==> config.mk <==
export PLATFORM = sky130hd
export DESIGN_NAME = serial_pattern_feeder
export DESIGN_NICKNAME = d
export VERILOG_FILES = /design/src/rtl/feeder_pkg.sv /design/src/rtl/feeder_hold_reg.sv /design/src/rtl/serial_pattern_feeder.sv
export SDC_FILE = /design/constraint.sdc
export NUM_CORES = 1
export LEC_CHECK = 0
export BUFFER_PORTS_ARGS = -buffer_cell sky130_fd_sc_hd__buf_2
export CORE_MARGIN = 5
export CORE_UTILIZATION = 40
export DETAILED_ROUTE_END_ITERATION = 8
export PLACE_DENSITY_LB_ADDON = 0.1
export SLEW_MARGIN = 40
export SYNTH_ARGS = -nofsm -noshare
export SYNTH_HDL_FRONTEND = slang
export SYNTH_SLANG_ARGS = --single-unit
==> constraint.sdc <==
create_clock -name clk -period 1.3 [get_ports clk]
set_input_delay 0.13 -clock clk [delete_from_list [all_inputs] [get_ports clk]]
set_output_delay 0.13 -clock clk [all_outputs]
set_load 0.05 [all_outputs]
==> src/rtl/feeder_pkg.sv <==
// Shared types and helpers for the serial pattern feeder.
package feeder_pkg;

    typedef enum logic {
        S_IDLE  = 1'b0,
        S_SHIFT = 1'b1
    } feeder_state_t;

    localparam int FEEDER_WIDTH_DEFAULT = 8;

    // Bit-index counter width; a 2-bit word still needs one counter bit.
    function automatic int cnt_bits(input int width);
        return (width <= 2) ? 1 : $clog2(width);
    endfunction

endpackage

==> src/rtl/feeder_hold_reg.sv <==
// One-entry valid/ready holding buffer; the consumer empties it with take.
module feeder_hold_reg #(
    parameter int WIDTH = 8
) (
    input  logic             clk,
    input  logic             rst,
    input  logic [WIDTH-1:0] in_data,
    input  logic             in_valid,
    input  logic             take,
    output logic             in_ready,
    output logic [WIDTH-1:0] hold_data,
    output logic             hold_full
);

    // Accept and take are mutually exclusive: accept needs the buffer empty.
    always_ff @(posedge clk) begin
        if (rst) begin
            hold_full <= 1'b0;
            hold_data <= '0;
        end else if (in_valid && !hold_full) begin
            hold_full <= 1'b1;
            hold_data <= in_data;
        end else if (take) begin
            hold_full <= 1'b0;
        end
    end

    assign in_ready = !hold_full;

endmodule

==> src/rtl/serial_pattern_feeder.sv <==
// Parallel-to-serial feeder: double-buffered words shifted out one bit per clock,
// back-to-back words stream with no gap bits.
module serial_pattern_feeder
    import feeder_pkg::*;
#(
    parameter int   WIDTH     = FEEDER_WIDTH_DEFAULT,
    parameter bit   MSB_FIRST = 1'b1,
    parameter logic IDLE_BIT  = 1'b0
) (
    input  logic             clk,
    input  logic             rst,
    input  logic [WIDTH-1:0] in_data,
    input  logic             in_valid,
    output logic             in_ready,
    output logic             ser_bit,
    output logic             ser_valid,
    output logic             ser_first,
    output logic             ser_last,
    output logic             busy
);

    localparam int            CW   = cnt_bits(WIDTH);
    localparam logic [CW-1:0] LAST = CW'(WIDTH - 1);

    feeder_state_t    state, state_n;
    logic [WIDTH-1:0] sreg;
    logic [CW-1:0]    cnt;
    logic [WIDTH-1:0] hold_data;
    logic             hold_full;
    logic             load;

    feeder_hold_reg #(.WIDTH(WIDTH)) u_hold (
        .clk       (clk),
        .rst       (rst),
        .in_data   (in_data),
        .in_valid  (in_valid),
        .take      (load),
        .in_ready  (in_ready),
        .hold_data (hold_data),
        .hold_full (hold_full)
    );

    always_comb begin
        state_n = state;
        load    = 1'b0;
        case (state)
            S_IDLE: begin
                if (hold_full) begin
                    load    = 1'b1;
                    state_n = S_SHIFT;
                end
            end
            S_SHIFT: begin
                if (cnt == LAST) begin
                    if (hold_full) load    = 1'b1;
                    else           state_n = S_IDLE;
                end
            end
            default: state_n = S_IDLE;
        endcase
    end

    // Reload restarts the index; otherwise the word moves toward the output end.
    always_ff @(posedge clk) begin
        if (rst) begin
            state <= S_IDLE;
            sreg  <= '0;
            cnt   <= '0;
        end else begin
            state <= state_n;
            if (load) begin
                sreg <= hold_data;
                cnt  <= '0;
            end else if (state == S_SHIFT) begin
                sreg <= MSB_FIRST ? {sreg[WIDTH-2:0], 1'b0} : {1'b0, sreg[WIDTH-1:1]};
                cnt  <= cnt + CW'(1);
            end
        end
    end

    assign ser_valid = (state == S_SHIFT);
    assign ser_bit   = ser_valid ? (MSB_FIRST ? sreg[WIDTH-1] : sreg[0]) : IDLE_BIT;
    assign ser_first = ser_valid && (cnt == '0);
    assign ser_last  = ser_valid && (cnt == LAST);
    assign busy      = ser_valid || hold_full;

endmodule

Word level (Yosys, flattened, before mapping)
Index checks and enable logic that the tools add are counted.
{ "totals": {"ramBits": 0, "out_inout_bits": 6, "n_memories": 0, "latchBits": 0, "elab_cells": 27, "reg_bits": 21, "mem_bits_ro": 0} }
{ "classes": {"mux": 10, "n_shift": 0, "reduce_logical": 9, "bitwise": 1, "n_lt_le_gt_ge": 0, "n_mul": 0, "add_sub_neg": 1, "div_mod_pow": 0, "eq_ne": 1} }
{ "op_table": {"columns": ["operator", "n"], "rows": [
  ["8-bit 2-to-1 mux", 2],
  ["1-bit 2-to-1 mux", 6],
  ["1-bit one-hot mux with 2 select lines", 2],
  ["2-bit nonzero test", 2],
  ["3-bit by 1-bit adder with 3-bit output, second input constant", 1],
  ["3-bit equality test, second input constant", 1],
  ["1-bit logical AND", 3],
  ["3-bit zero test", 1],
  ["2-bit OR reduction", 1],
  ["1-bit zero test", 1],
  ["1-bit logical OR", 1],
  ["1-bit NOT", 1]
]} }

Logic depth before layout (Yosys ltp)
{ "depth": {"depth_word": 5, "mapped_depth": 5, "ltp_nobuf": 5} }

Hierarchy
A second synthesis with hierarchy kept.
{ "unflattened": {"hier_cells": 108, "area_unflattened_um2": 1071.0} }
{ "modules_own_cells": {"columns": ["module", "seq_area_each_um2", "cells_per_inst", "instances", "area_per_inst_um2"], "rows": [
  ["serial_pattern_feeder", 240.2, 69, 1, 640.6],
  ["feeder_hold_reg", 180.2, 39, 1, 430.4]
]} }

Worst setup path after synthesis
No wires, ideal clock.
{ "synth_timing": {"kind": "register to output", "startpoint": "register state, in the netlist ser_valid", "endpoint": "output port ser_first", "required_ns": 1.170, "path_stages_with_launch": 3, "arrival_ns": 1.439, "n_path_buf": 1, "slack_ns": -0.269, "cell_sequence": "dfxtp_1 -> buf_4 -> and3b_1"} }
{ "synth_between": {"elab_chain_len": 1} }
{ "synth_rtl": {"columns": ["element", "line_no", "source"], "rows": [
  ["start: declaration", "serial_pattern_feeder.sv:25", "feeder_state_t state, state_n;"],
  ["start signal: assignment", "serial_pattern_feeder.sv:70", "state <= state_n;"],
  ["1-bit logical AND", "serial_pattern_feeder.sv:83", "assign ser_first = ser_valid && (cnt == '0);"],
  ["end: declaration", "serial_pattern_feeder.sv:17", "output logic ser_first,"]
]} }
Every way passes these cells.

Worst setup path after layout
{ "layout_timing": {"startpoint": "register cnt[0]", "endpoint": "output port ser_last"} }
{ "layout_between": {"elab_chain_len": 2} }
{ "layout_rtl": {"columns": ["element", "line_no", "source"], "rows": [
  ["start: declaration", "serial_pattern_feeder.sv:27", "logic [CW-1:0] cnt;"],
  ["start signal: assignment", "serial_pattern_feeder.sv:76", "cnt <= cnt + CW'(1);"],
  ["3-bit equality test", "serial_pattern_feeder.sv:84", "assign ser_last = ser_valid && (cnt == LAST);"],
  ["1-bit logical AND", "serial_pattern_feeder.sv:84", null],
  ["end: declaration", "serial_pattern_feeder.sv:18", "output logic ser_last,"]
]} }
Every way passes these cells.

==> results.sh <==
export IMPL_stdcell_count=151
export IMPL_vias=783
export IMPL_cp_start_kind="flip-flop"
export IMPL_slew_headroom_pct=71.4
export IMPL_diodes=0
export IMPL_gp_congestion=0.691
export IMPL_p_leak_uw=0.000520
export IMPL_synth_distinct_cells=22
export IMPL_post_drt_wl_per_cell_um=13.1
export IMPL_avgViaCountPerCell=5.19
export IMPL_wl_met1_um=881
export IMPL_post_route_min_period_ns=1.42
export IMPL_die_x_um=57.7
export IMPL_worst_setup_path_end_kind="primary output"
export IMPL_reg2reg_depth=5
export IMPL_fin_crit_sh_pct=109
export IMPL_coreArea_um2=2190
export IMPL_wl_um=1980
export IMPL_yosysTopAreaCell="dfxtp_1"
export IMPL_grt_max_degree=22
export IMPL_htreeDepth=1
export IMPL_io_buffers=16
export IMPL_drt_iter0_drc=16
export IMPL_synth_seq_cells=21
export IMPL_ant_nets=0
export IMPL_setup_viol=9
export IMPL_finClkSkew_ns=0.00994
export IMPL_r2r_slack_ns=-0.08
export IMPL_cp_max_fo=4
export IMPL_hold_path_cell_count=3
export IMPL_die_height_um=57.7
export IMPL_placed_area_um2=1050
export IMPL_syn_to_final_growth_pct=36.8
export IMPL_cts_buffer_depth=2
export IMPL_drv_slew=0
export IMPL_synth_nets=110
export IMPL_hp_class="input port to flip-flop"
export IMPL_syn_inst=96
export IMPL_firstDrtPassIters=4
export IMPL_hpwl_um=1290
export IMPL_critical_path_cell_chain="ha_2 -> ha_4 -> and2_4 -> buf_8"
export IMPL_drive_gt1_share_pct=44.7
export IMPL_overflow=0
export IMPL_rows=17
export IMPL_p_per_area_nw_per_um2=1130
export IMPL_status="finished, violations left"
export IMPL_violations="setup timing"
export IMPL_cts_buffers=3
export IMPL_slowest_delay_ns=0.35
export IMPL_cts_sinks=21
export IMPL_critPathBufInv=1
export IMPL_cp_data_required_time_ns=1.17
export IMPL_avgSynthCellArea_um2=9.49
export IMPL_num_fill_cells=202
export IMPL_clkSlewWorstSetupHoldPaths_ns=0.11
export IMPL_crit_type="flip-flop to primary output"
export IMPL_antenna_found_initial=0
export IMPL_cts_hold_buf=0
export IMPL_cp_arrival_ns=1.29
export IMPL_grt_usage_pct=12.0
export IMPL_yosysTopAreaCellShare_pct=46.2
export IMPL_start_util_pct=41.6
export IMPL_cp_depth=4
export IMPL_wl_met2_um=926
export IMPL_fin_ws_ns=-0.120
export IMPL_cpLargestDelayFamily="flip-flops"
export IMPL_cp_slowest_cell="dfxtp_2"
export IMPL_clk_latency_ns=0.31
export IMPL_route_met3_wl_um=111
export IMPL_cts_root_buf="clkbuf_4"
export IMPL_placedCellCount=142
export IMPL_ir_worst_vdd_uv=722
export IMPL_synth_seq_area_share_pct=46.2
export IMPL_dieArea_um2=3330
export IMPL_pre_cts_ws_ns=-0.162
export IMPL_top_layer="met4"
export IMPL_max_clock_freq_mhz=704
export IMPL_nNetsFinal=138
export IMPL_maxCapViolCount=0
export IMPL_rsz0062_at_grt="yes"
export IMPL_synth_area_leaders="dfxtp_1 46%, mux2i_1 11%, nor2_1 7.8%, nor3_1 5.5%, o221a_1 4.9%"
export IMPL_ioPinCount=17
export IMPL_syn_area_um2=911
export IMPL_yosysWarnings=0
export IMPL_drc=0
export IMPL_tritoncts="done"
export IMPL_grt_pass1_wl_um=3080
export IMPL_final_hold_viol_count=0
export IMPL_worstMarginPinSlew_ns=0.430
export IMPL_first_global_vias=724
export IMPL_stdcell_area_um2=1250
## what timing repair did
action	4_1_cts	5_1_grt
pin swaps	2	3
setup endpoints to repair	16	16
buffers inserted	0	5
hold endpoints to repair	0	0
gates resized for setup	24	16
## state kept, by name (all words and copies together), names as in the netlist
name              cells
cnt                   3
ser_valid             1
sreg                  8
u_hold.hold_data      8
u_hold.hold_full      1
## kinds of logic after synthesis
family	count (synthesis)	share of synthesized area [%]
and+or+nand+nor	43	23.5
AOI/OAI and AO/OA	9	8.93
muxes	10	11.0
DFF	21	46.2
buffers and inverters	9	5.36
adders and majority gates	3	4.12
xor gates and xnor gates	1	0.962
## worst paths after layout
path | start | endpoint
max | cnt[0] | ser_last
max reg2reg | cnt[0] | sreg[6]
min | in_data[4] | u_hold.hold_data[4]
min reg2reg | u_hold.hold_data[5] | u_hold.hold_data[5]
## worst register-to-register path: cells and delay by family, from the launching register on
family	cells	cell delay, ns
adder cells (fa/ha/maj)	2	0.35
AND/OR/NAND/NOR	2	0.31
AO/OA/AOI/OAI	1	0.26
flip-flops	1	0.35
## cells in the final DEF (no fill, tap or decap), types with 2 or more instances in the layout
master    instances
a211oi_2          2
buf_2            11
buf_4            13
buf_6             2
buf_8             2
clkbuf_4          3
dfxtp_1          17
dfxtp_2           2
dfxtp_4           2
ha_4              2
inv_4             2
mux2i_1          10
nand2_1           3
nor2_1           17
nor2_4            2
nor2b_1           2
nor3_1            7
nor3_2            3
nor4_1            2
o221a_1           4
## layout make-up
cell class	instances	area [um^2]	share of cell area, %
clock buffer	4	26.3	2.11
inverter	4	23.8	1.91
multi-input combinational	66	526	42.2
sequential	21	430	34.5
tap	28	35.0	2.81
timing repair buffer	28	205	16.5
## stage by stage
| stage | hold slack [ns] | setup TNS, ns | util, % | power, uW |
|---|---|---|---|---|
| finish | 0.0449 | -0.532 | 56.9 | 1410 |
| global route | 0.0611 | -1.55 | 56.9 | 1480 |
| CTS | 0.0434 | -0.777 | 52.5 | 1370 |
| detailed placement | 0.372 | -0.834 | 47.9 | 1030 |
| global placement | 0.364 | -0.621 | 47.9 | 1030 |
| floorplan | 0.277 | -0.0619 | - | 955 |
## cells in the mapped netlist
master	number
mux2i_1	10
ha_1	3
and2b_1	1
nor4_1	2
buf_6	1
nand2b_1	1
a21oi_1	1
and2_1	2
clkbuf_1	2
inv_1	4
nor3_1	10
xnor2_1	1
nor2_1	19
nor4_2	1
nor2b_1	2
a211oi_1	3
buf_4	2
nand2_1	3
and3b_1	2
dfxtp_1	21
o221a_1	4
a32oi_1	1
## report_power, final
group	switching [uW]	internal [uW]
Combinational	189	162
Clock	190	120
Sequential	47.4	697
## routing by layer
layer / global-route usage (%) / vias up
li1: - / 390
met1: 14.2 / 359
met2: 20.5 / 27
met3: 2.00 / 7
met4: 6.95 / 0
met5: 0 / -
Power figures use the tool's default switching activity.
